--- src/rtl/prog_loader_if.sv ---
// Byte-stream handshake between a byte source and the program loader.
interface prog_loader_if;
    logic       rx_valid;
    logic [7:0] rx_data;
    logic       rx_ready;

    modport master (output rx_valid, output rx_data, input rx_ready);
    modport slave  (input rx_valid, input rx_data, output rx_ready);
endinterface

--- src/rtl/prog_loader.sv ---
// Loads a header + 12-bit word stream into the SAP2 mini RAM via prog/a/d,
// then releases prog and pulses cpu_clr so the program starts from address 0.
module prog_loader (
    input  logic          clk,
    input  logic          clr,
    input  logic          start,
    prog_loader_if.slave  rx,
    output logic          prog,
    output logic [7:0]    a,
    output logic [11:0]   d,
    output logic          cpu_clr,
    output logic          busy,
    output logic          done,
    output logic          err
);
    typedef enum logic [2:0] {
        S_IDLE, S_BASE, S_COUNT, S_HI, S_LO, S_FINISH, S_ERROR
    } state_e;

    state_e      state_q, state_d;
    logic [7:0]  base_q, base_d;
    logic [8:0]  remaining_q, remaining_d;
    logic [3:0]  hi_q, hi_d;
    logic [7:0]  a_q, a_d;
    logic [11:0] d_q, d_d;
    logic        prog_q, prog_d;
    logic        cpu_clr_q, cpu_clr_d;
    logic        done_q, done_d;
    logic        err_q, err_d;
    logic        xfer;
    logic [8:0]  rem_dec;

    assign rx.rx_ready = (state_q == S_BASE) || (state_q == S_COUNT) ||
                         (state_q == S_HI)   || (state_q == S_LO);
    assign xfer    = rx.rx_valid & rx.rx_ready;
    assign rem_dec = remaining_q - 9'd1;

    always_comb begin
        state_d     = state_q;
        base_d      = base_q;
        remaining_d = remaining_q;
        hi_d        = hi_q;
        a_d         = a_q;
        d_d         = d_q;
        prog_d      = prog_q;
        err_d       = err_q;
        cpu_clr_d   = 1'b0;
        done_d      = 1'b0;
        case (state_q)
            S_IDLE: if (start) begin
                state_d = S_BASE;
                err_d   = 1'b0;
            end
            S_BASE: if (xfer) begin
                base_d  = rx.rx_data;
                state_d = S_COUNT;
            end
            S_COUNT: if (xfer) begin
                remaining_d = (rx.rx_data == 8'd0) ? 9'd256 : {1'b0, rx.rx_data};
                state_d     = S_HI;
            end
            S_HI: if (xfer) begin
                if (rx.rx_data[7:4] != 4'd0) begin
                    state_d = S_ERROR;
                end else begin
                    hi_d    = rx.rx_data[3:0];
                    state_d = S_LO;
                end
            end
            S_LO: if (xfer) begin
                // prog is still low only until the first word of this load lands
                a_d         = prog_q ? a_q + 8'd1 : base_q;
                d_d         = {hi_q, rx.rx_data};
                prog_d      = 1'b1;
                remaining_d = rem_dec;
                state_d     = (rem_dec == 9'd0) ? S_FINISH : S_HI;
            end
            S_FINISH: begin
                prog_d    = 1'b0;
                cpu_clr_d = 1'b1;
                done_d    = 1'b1;
                state_d   = S_IDLE;
            end
            S_ERROR: begin
                prog_d  = 1'b0;
                err_d   = 1'b1;
                state_d = S_IDLE;
            end
            default: state_d = S_IDLE;
        endcase
    end

    always_ff @(posedge clk) begin
        if (clr) begin
            state_q     <= S_IDLE;
            base_q      <= 8'd0;
            remaining_q <= 9'd0;
            hi_q        <= 4'd0;
            a_q         <= 8'd0;
            d_q         <= 12'd0;
            prog_q      <= 1'b0;
            cpu_clr_q   <= 1'b0;
            done_q      <= 1'b0;
            err_q       <= 1'b0;
        end else begin
            state_q     <= state_d;
            base_q      <= base_d;
            remaining_q <= remaining_d;
            hi_q        <= hi_d;
            a_q         <= a_d;
            d_q         <= d_d;
            prog_q      <= prog_d;
            cpu_clr_q   <= cpu_clr_d;
            done_q      <= done_d;
            err_q       <= err_d;
        end
    end

    assign prog    = prog_q;
    assign a       = a_q;
    assign d       = d_q;
    assign cpu_clr = cpu_clr_q;
    assign done    = done_q;
    assign err     = err_q;
    assign busy    = (state_q != S_IDLE);
endmodule

--- src/flat_wrapper.sv ---
// flat-port wrapper written by rule: the top's interface ports become plain ports
module prog_loader_flat 
  (clk, clr, start, prog, a, d, cpu_clr, busy, done, err, rx_rx_valid, rx_rx_data, rx_rx_ready);
  prog_loader_if rx_i ();
  input  logic clk;
  input  logic clr;
  input  logic start;
  output logic prog;
  output logic [7:0] a;
  output logic [11:0] d;
  output logic cpu_clr;
  output logic busy;
  output logic done;
  output logic err;
  input wire logic [$bits(rx_i.rx_valid)-1:0] rx_rx_valid;
  input wire logic [$bits(rx_i.rx_data)-1:0] rx_rx_data;
  output wire logic [$bits(rx_i.rx_ready)-1:0] rx_rx_ready;
  assign rx_i.rx_valid = rx_rx_valid;
  assign rx_i.rx_data = rx_rx_data;
  assign rx_rx_ready = rx_i.rx_ready;
  prog_loader u_core (.clk(clk), .clr(clr), .start(start), .rx(rx_i), .prog(prog), .a(a), .d(d), .cpu_clr(cpu_clr), .busy(busy), .done(done), .err(err));
endmodule
--- config.mk ---
export PLATFORM = sky130hd
export DESIGN_NAME = prog_loader_flat
export DESIGN_NICKNAME = d
export VERILOG_FILES = /design/src/rtl/prog_loader_if.sv /design/src/rtl/prog_loader.sv /design/src/flat_wrapper.sv
export SDC_FILE = /design/constraint.sdc
export NUM_CORES = 1
export LEC_CHECK = 0
export CAP_MARGIN = 20
export CORE_MARGIN = 5
export CORE_UTILIZATION = 53
export DETAILED_ROUTE_END_ITERATION = 16
export PLACE_DENSITY = 0.85
export SLEW_MARGIN = 20
export SYNTH_ARGS = -nofsm -noshare
export SYNTH_HDL_FRONTEND = slang
export SYNTH_SLANG_ARGS = --single-unit
--- constraint.sdc ---
create_clock -name clk -period 2.5 [get_ports clk]
set_clock_uncertainty 0.2 [all_clocks]
set_input_delay 0.625 -clock clk [delete_from_list [all_inputs] [get_ports clk]]
set_output_delay 0.625 -clock clk [all_outputs]
set_load 0.02 [all_outputs]
# Word level (Yosys, flattened, before mapping)
# Index checks and enable logic that the tools add are counted.
[word_totals]
ff_bits = 47
out_inout_bits = 26
wordCells = 61
[classes]
add_sub_neg = 2
eq_ne = 11
muxes = 18
bitwise_logic = 2
reduce_logical = 19
[op_table]
columns = ["cell", "count"]
rows = [
  ["9-bit 2-to-1 mux", 3],
  ["3-bit 2-to-1 mux", 6],
  ["9-bit case mux with 2 select lines", 1],
  ["3-bit case mux with 5 select lines", 1],
  ["3-bit equality test (second input constant)", 3],
  ["9-bit zero test", 1],
  ["9-bit by 1-bit subtractor with 9-bit output (second input constant)", 1],
  ["8-bit by 1-bit adder with 8-bit output (second input constant)", 1],
  ["8-bit zero test", 1],
  ["8-bit 2-to-1 mux", 1],
  ["2-bit by 1-bit inequality test with 1-bit output (second input constant)", 4],
  ["2-bit AND reduction", 4],
  ["3-bit by 2-bit equality test with 1-bit output (second input constant)", 2],
  ["3-bit AND reduction", 2],
  ["2-bit nonzero test", 3],
  ["5-bit AND reduction", 1],
  ["1-bit case mux with 2 select lines", 2],
  ["4-bit nonzero test", 1],
  ["3-bit by 1-bit equality test with 1-bit output (second input constant)", 1],
  ["3-bit zero test", 1],
  ["1-bit logical OR", 3],
  ["1-bit 2-to-1 mux", 3],
  ["3-bit nonzero test", 1],
  ["2-bit 2-to-1 mux", 1],
  ["4 further kinds", 4],
]

# Longest topological paths before layout
# Gate-level depths: netlist of the first run.
[logic_depth]
word_depth = 7
depth_mapped = 6
mapped_depth_nobuf = 6

# Least setup slack after synthesis of the first run
# OpenSTA, ideal clock, no wires.
[synth_timing]
kind = "flip-flop to flip-flop"
from = "register u_core.remaining_q[0]"
to = "register u_core.state_q[1]"
arrival_ns = 1.773
required_ns = 2.175
setup_slack_ns = 0.402
path_stages_with_launch = 6
synth_period_minus_slack_ns = 2.098
path_cell_list = "dfxtp_1 -> ha_1 -> or4b_1 -> or4b_1 -> o211ai_1 -> nand3_1"
[synth_between]
elab_chain_cells = 5
[synth_rtl]
columns = ["element", "line_no", "rtl"]
rows = [
  ["from (decl)", "prog_loader.sv:22", "logic [8:0] remaining_q, remaining_d;"],
  ["from (signal assigned)", "prog_loader.sv:108", "remaining_q <= remaining_d;"],
  ["9-bit by 1-bit subtractor with 9-bit output", "prog_loader.sv:36", "assign rem_dec = remaining_q - 9'd1;"],
  ["9-bit zero test", "prog_loader.sv:76", "state_d = (rem_dec == 9'd0) ? S_FINISH : S_HI;"],
  ["3-bit 2-to-1 mux", "prog_loader.sv:76", ""],
  ["3-bit 2-to-1 mux", "prog_loader.sv:70", "S_LO: if (xfer) begin"],
  ["3-bit case mux with 5 select lines", "prog_loader.sv:49", "case (state_q)"],
  ["to (signal assigned)", "prog_loader.sv:106", "state_q <= state_d;"],
  ["to (decl)", "prog_loader.sv:20", "state_e state_q, state_d;"],
]
# Every way passes these cells. The select of a mux whose other input is x is not followed.
# A chain may end at the register's enable or synchronous reset.

# Final worst setup path of the first run
[layout_timing]
from = "register u_core.state_q[2]"
to = "output port busy"
[layout_between]
elab_chain_cells = 1
[layout_rtl]
columns = ["element", "line_no", "rtl"]
rows = [
  ["3-bit nonzero test", "prog_loader.sv:125", "assign busy = (state_q != S_IDLE);"],
  ["to (decl)", "flat_wrapper.sv:12", "output logic busy;"],
]
# Every way passes these cells.

==> impl_metrics.json, run 1 <==
{
  "maxCapViolCount": 0,
  "antenna_found_initial": 0,
  "ant_nets": 0,
  "final_common_cell": "dfxtp_1",
  "drive_gt1_share_pct": 11.9,
  "cp.arrival_ns": 1.56,
  "post-place-ws_ns": -0.00894,
  "clock-root-buffer": "clkbuf_8",
  "yosysSeqAreaShare_pct": 40.0,
  "synth-edff-count": 0,
  "grt_max_degree": 26,
  "antennaDiodeCount": 0,
  "dp_hpwl_mm": 4.47,
  "syn-mean-instance-area_sq_um": 7.97,
  "dr.pass1.iters": 5,
  "status": "completed",
  "synth_ff_type": "dfxtp_1",
  "fin_cells": 397,
  "p_sw_uw": 389,
  "startpoint_type": "flop",
  "finalCriticalPeriod_ns": 2.38,
  "num-fill-cells": 362,
  "grt_pass1_vias": 2179,
  "required_ns": 1.67,
  "clk_latency_ns": 0.31,
  "vias_per_cell": 5.87,
  "clkSlewWorstSetupHoldPaths_ns": 0.09,
  "hold_viol": 0,
  "final_util_pct": 70.2,
  "dp.cells": 389,
  "io_pins": 38,
  "design_power_total_uw": 1540,
  "nets": 359,
  "max-clock-path-buffers": 2,
  "cts_tree": "done",
  "synth-seq-cells": 47,
  "crit_fanout": 2,
  "synthCells": 295,
  "netlist_top_cells_area": "dfxtp_1 (40%), a21oi_1 (7.2%), mux2i_1 (6.4%), nand2_1 (5.9%), nor2_1 (4.3%)",
  "wl_per_cell_um": 15.8,
  "syn_area_sq_um": 2350,
  "htreeDepth": 2,
  "clkPwrFrac_pct": 36.7,
  "port_buffers": 37,
  "sw_frac_of_total_pct": 25.2,
  "fin_ws_ns": 0.118,
  "fp.dieW_um": 76.6,
  "final-max-slew-violation-count": 0,
  "fp-row-count": 24,
  "core-area_sq_um": 4320,
  "intPower_uw": 1150,
  "grt_pass1_wl_mm": 10.5,
  "first_iter_violations": 153,
  "ys_warn_count": 0,
  "die_h_um": 76.6,
  "synth_top_cell_by_area": "dfxtp_1",
  "track_usage_pct": 21.4,
  "drc": 0,
  "syn_nets": 310,
  "relSlewSlack_pct": 72.5,
  "leakagePower_uw": 0.00105,
  "place_congestion": 0.864,
  "sequential_cell_area_sq_um": 941,
  "cts_num_sinks": 47,
  "die_area_sq_um": 5870,
  "worstSetupEndpointType": "output port",
  "initial_utilization_pct": 54.4,
  "globalRouteOverflowTotal": 0,
  "worstHoldPathType": "reg2reg",
  "seqPwrFrac_pct": 50.5,
  "layout_common_cells": "dfxtp_1 (47), nand2_1 (37), clkdlybuf4s50_1 (36)",
  "vias": 2330,
  "rsz0062_at_grt": "false",
  "p_per_area_nw_per_um2": 508,
  "max_freq_ghz": 0.420,
  "synthArstFlopShare_pct": 0,
  "peakVddDrop_mv": 0.368,
  "cts_inserted_buffers": 5,
  "routed_wl_mm": 6.28,
  "combPwrFrac_pct": 12.8,
  "area_growth_pct": 29.1,
  "worstSetupPathType": "reg2out",
  "whs_ns": 0.261,
  "synth_top_area_share_pct": 40.0,
  "multi_input_area_sq_um": 1310,
  "ys_types": 48,
  "fin_crit_sh_pct": 95.3,
  "post_cts.repair.setup_buffers": 0,
  "setup_viol": 0,
  "worst_pin_slew_ns": 0.409
}
through the flow:
stage               area (sq um)  TNS [ns]
global placement            2930         0
floorplan                   2350         0
finish                      3040         0
CTS                         3040         0
detailed placement          2930  -0.00894
global route                3040         0
timing repair:
item                                    CTS  global route
hold buffers                              0             0
gates resized for setup                   1             0
endpoints found under the setup margin    1             0
state kept, by name, indices dropped and copies added, names as in the netlist:
register	cells
u_core.d	12
u_core.a	8
u_core.remaining_q	9
u_core.cpu_clr	1
u_core.hi_q	4
u_core.state_q	3
u_core.prog	1
u_core.err	1
u_core.base_q	8
cell usage after synthesis, drive strengths merged, types with 4 or more instances:
cell type / count
dfxtp: 47
nand2: 37
o21ai: 18
clkbuf: 15
mux2i: 15
nor4: 4
a21oi: 34
nor3b: 4
a22oi: 5
and2: 5
nor2: 28
buf: 5
nand3: 5
o21a: 4
inv: 7
nor3: 14
path summary, 6_finish.rpt:
kind / start / to / slack (ns) / cells after the start
max: u_core.state_q[2]$_SDFFE_PP0P_ / busy / 0.12 / 2
min: u_core.d[1]$_SDFFE_PP0P_ / u_core.d[1]$_SDFFE_PP0P_ / 0.26 / 2
max reg2reg: u_core.remaining_q[0]$_SDFFE_PP0P_ / u_core.state_q[1]$_SDFFE_PP0P_ / 0.16 / 5
min reg2reg: u_core.d[1]$_SDFFE_PP0P_ / u_core.d[1]$_SDFFE_PP0P_ / 0.26 / 2
critical path, stage by stage (launching register included):
cell,delay [ns]
dfxtp_1,0.31
or3_1,0.38
clkdlybuf4s50_1,0.55
cell type report:
cell class / count / share of cell area, %
multi-input combinational: 221 / 43.1
clock buffer: 5 / 2.27
inverter: 7 / 0.865
tap: 52 / 2.14
sequential: 47 / 31.0
clock inverter: 3 / 1.44
timing repair buffer: 62 / 19.2
metal layers:
metal / track usage (%) / vias to the layer above / wire length, um
li1: - / 1147 / -
met1: 27.4 / 1096 / 2730
met2: 36.6 / 78 / 3090
met3: 4.37 / 9 / 382
met4: 5.24 / 0 / 80
met5: 0 / - / 0
kinds of logic after synthesis:
| family | count (synthesis) | synth area share (%) |
|---|---|---|
| flip-flops | 47 | 40.0 |
| adder cells (fa/ha/maj) | 3 | 1.60 |
| XOR/XNOR | 1 | 0.372 |
| AND/OR/NAND/NOR | 122 | 26.6 |
| AO/OA/AOI/OAI | 79 | 20.0 |
| multiplexers | 16 | 6.86 |
| buffers and inverters | 27 | 4.57 |
power by group through the flow:
stage / sequential [uW] / clock (uW) / combinational, uW
2_1_floorplan: 795 / 0 / 106
3_3_place_gp: 795 / 0 / 193
3_5_place_dp: 796 / 0 / 198
4_1_cts: 779 / 572 / 198
5_1_grt: 782 / 610 / 214
6_report: 779 / 566 / 198
(Power assumes the default switching activity.)
==> run 2: changes to the inputs <==
--- a/config.mk
+++ b/config.mk
@@ -9,6 +9,7 @@
 export CORE_MARGIN = 5
 export CORE_UTILIZATION = 53
 export DETAILED_ROUTE_END_ITERATION = 16
+export HOLD_SLACK_MARGIN = 0.1
 export PLACE_DENSITY = 0.85
 export SLEW_MARGIN = 20
 export SYNTH_ARGS = -nofsm -noshare
==> results of run 2 <==
No change in the layout: final DEF, timing and power equal those of run 1.
==> run 3: changes to the inputs <==
--- a/config.mk
+++ b/config.mk
@@ -7,10 +7,10 @@
 export LEC_CHECK = 0
 export CAP_MARGIN = 20
 export CORE_MARGIN = 5
-export CORE_UTILIZATION = 53
+export CORE_UTILIZATION = 25
 export DETAILED_ROUTE_END_ITERATION = 16
 export HOLD_SLACK_MARGIN = 0.1
-export PLACE_DENSITY = 0.85
+export PLACE_DENSITY = 0.49
 export SLEW_MARGIN = 20
 export SYNTH_ARGS = -nofsm -noshare
 export SYNTH_HDL_FRONTEND = slang
==> constraint.sdc (replaced) <==
create_clock -name clk -period 2.5 [get_ports clk]
set_clock_uncertainty 0.2 [all_clocks]
set_input_delay 0.375 -clock clk [delete_from_list [all_inputs] [get_ports clk]]
set_output_delay 0.375 -clock clk [all_outputs]
set_load 0.02 [all_outputs]
==> impl_metrics.json, run 3 (synthesis results as in run 1) <==
{
  "drive_gt1_share_pct": 10.3,
  "grt_pass1_vias": 2066,
  "cp.arrival_ns": 1.77,
  "grt_pass1_wl_mm": 10.6,
  "num-fill-cells": 980,
  "fp-row-count": 35,
  "peakVddDrop_mv": 0.208,
  "wl_per_cell_um": 14.6,
  "area_growth_pct": 28.4,
  "relSlewSlack_pct": 66.4,
  "setup_viol": 0,
  "final_common_cell": "dfxtp_1",
  "sw_frac_of_total_pct": 26.3,
  "die_h_um": 107,
  "globalRouteOverflowTotal": 0,
  "clk_latency_ns": 0.30,
  "p_per_area_nw_per_um2": 483,
  "cts_num_sinks": 47,
  "fin_setup_tns_ns": 0,
  "antenna_found_initial": 0,
  "clock-root-buffer": "clkbuf_8",
  "io_pins": 38,
  "htreeDepth": 2,
  "worstSetupPathType": "reg2out",
  "ant_nets": 0,
  "status": "completed",
  "routed_wl_mm": 6.59,
  "core-area_sq_um": 9200,
  "cts_inserted_buffers": 5,
  "fp.dieW_um": 107,
  "layout_common_cells": "dfxtp_1 (47), nand2_1 (37), clkdlybuf4s50_1 (36)",
  "max-clock-path-buffers": 2,
  "rsz0062_at_grt": "false",
  "leakagePower_uw": 0.00101,
  "initial_utilization_pct": 25.6,
  "vias": 2219,
  "crit_fanout": 9,
  "worstHoldPathType": "reg2reg",
  "largest_reg_flops": 12,
  "nets": 353,
  "p_sw_uw": 384,
  "finalCriticalPeriod_ns": 2.35,
  "first_iter_violations": 96,
  "max_freq_ghz": 0.426,
  "cts_tree": "done",
  "sequential_cell_area_sq_um": 941,
  "dp_hpwl_mm": 4.66,
  "required_ns": 1.92,
  "clkPwrFrac_pct": 33.6,
  "port_buffers": 37,
  "dr.pass1.iters": 4,
  "track_usage_pct": 11.6,
  "final-max-slew-violation-count": 0,
  "r2r_start": "u_core.remaining_q[0]$_SDFFE_PP0P_",
  "cts-resized-gates": 0,
  "antennaDiodeCount": 0,
  "maxCapViolCount": 0,
  "drc": 0,
  "hp-start": "u_core.d[8]$_SDFFE_PP0P_",
  "intPower_uw": 1070,
  "design_power_total_uw": 1460,
  "seqPwrFrac_pct": 53.3,
  "vias_per_cell": 4.93,
  "critPathLaunch": "u_core.state_q[2]$_SDFFE_PP0P_",
  "fin_crit_sh_pct": 93.9,
  "grt_max_degree": 26,
  "die_area_sq_um": 11400,
  "post_cts.repair.setup_buffers": 0,
  "final_util_pct": 32.8,
  "hold_viol": 0,
  "clkSlewWorstSetupHoldPaths_ns": 0.09,
  "multi_input_area_sq_um": 1310,
  "place_congestion": 0.826,
  "hold_buffers": 0,
  "startpoint_type": "flop",
  "combPwrFrac_pct": 13.1,
  "worst_pin_slew_ns": 0.500,
  "worstSetupEndpointType": "output port"
}
## run 3: cell type report
class | instances | share of cell area (%)
Multi-Input combinational cell | 221 | 43.4
Timing Repair Buffer | 56 | 16.8
Tap cell | 111 | 4.60
Clock buffer | 7 | 2.86
Clock inverter | 1 | 0.290
Sequential cell | 47 | 31.2
Inverter | 7 | 0.870
## run 3: per-stage QoR
| step | instance area, sq um | setup WS [ns] | hold WS, ns | cells |
|---|---|---|---|---|
| after global placement | 2920 | 0.122 | 0.241 | 442 |
| after floorplan | 2350 | 0.402 | 0.231 | 295 |
| after global routing | 3020 | 0.0568 | 0.256 | 450 |
| after CTS | 3020 | 0.127 | 0.259 | 450 |
| final | 3020 | 0.152 | 0.262 | 450 |
| after detailed placement | 2920 | 0.128 | 0.246 | 442 |
## run 3: worst max-delay path, cell delays in order, from the launching register on
cell and delay [ns]:
dfxtp_1 0.39, or3_1 0.41, and2_1 0.14, clkdlybuf4s50_1 0.53
## run 3: metal layers
layer	routed length, um	part of all wire [%]	track usage (%)
met4	62	0.94	2.47
met1	3360	51	16.2
met5	0	0	0
met2	2860	43	18.0
met3	301	4.6	2.83
## run 3: power by group through the flow
stage	clock, uW	combinational (uW)	sequential [uW]
after floorplan	0	106	795
after global placement	0	191	794
after detailed placement	0	192	794
after CTS	510	193	777
after global routing	545	210	780
final	490	192	777
## run 3: path summary, 6_finish.rpt
path / to / slack [ns] / cells past startpoint
worst max-delay path: rx_rx_ready / 0.15 / 3
worst min register to register: u_core.d[8]$_SDFFE_PP0P_ / 0.26 / 2
worst min-delay path: u_core.d[8]$_SDFFE_PP0P_ / 0.26 / 2
worst max register to register: u_core.state_q[1]$_SDFFE_PP0P_ / 0.18 / 5
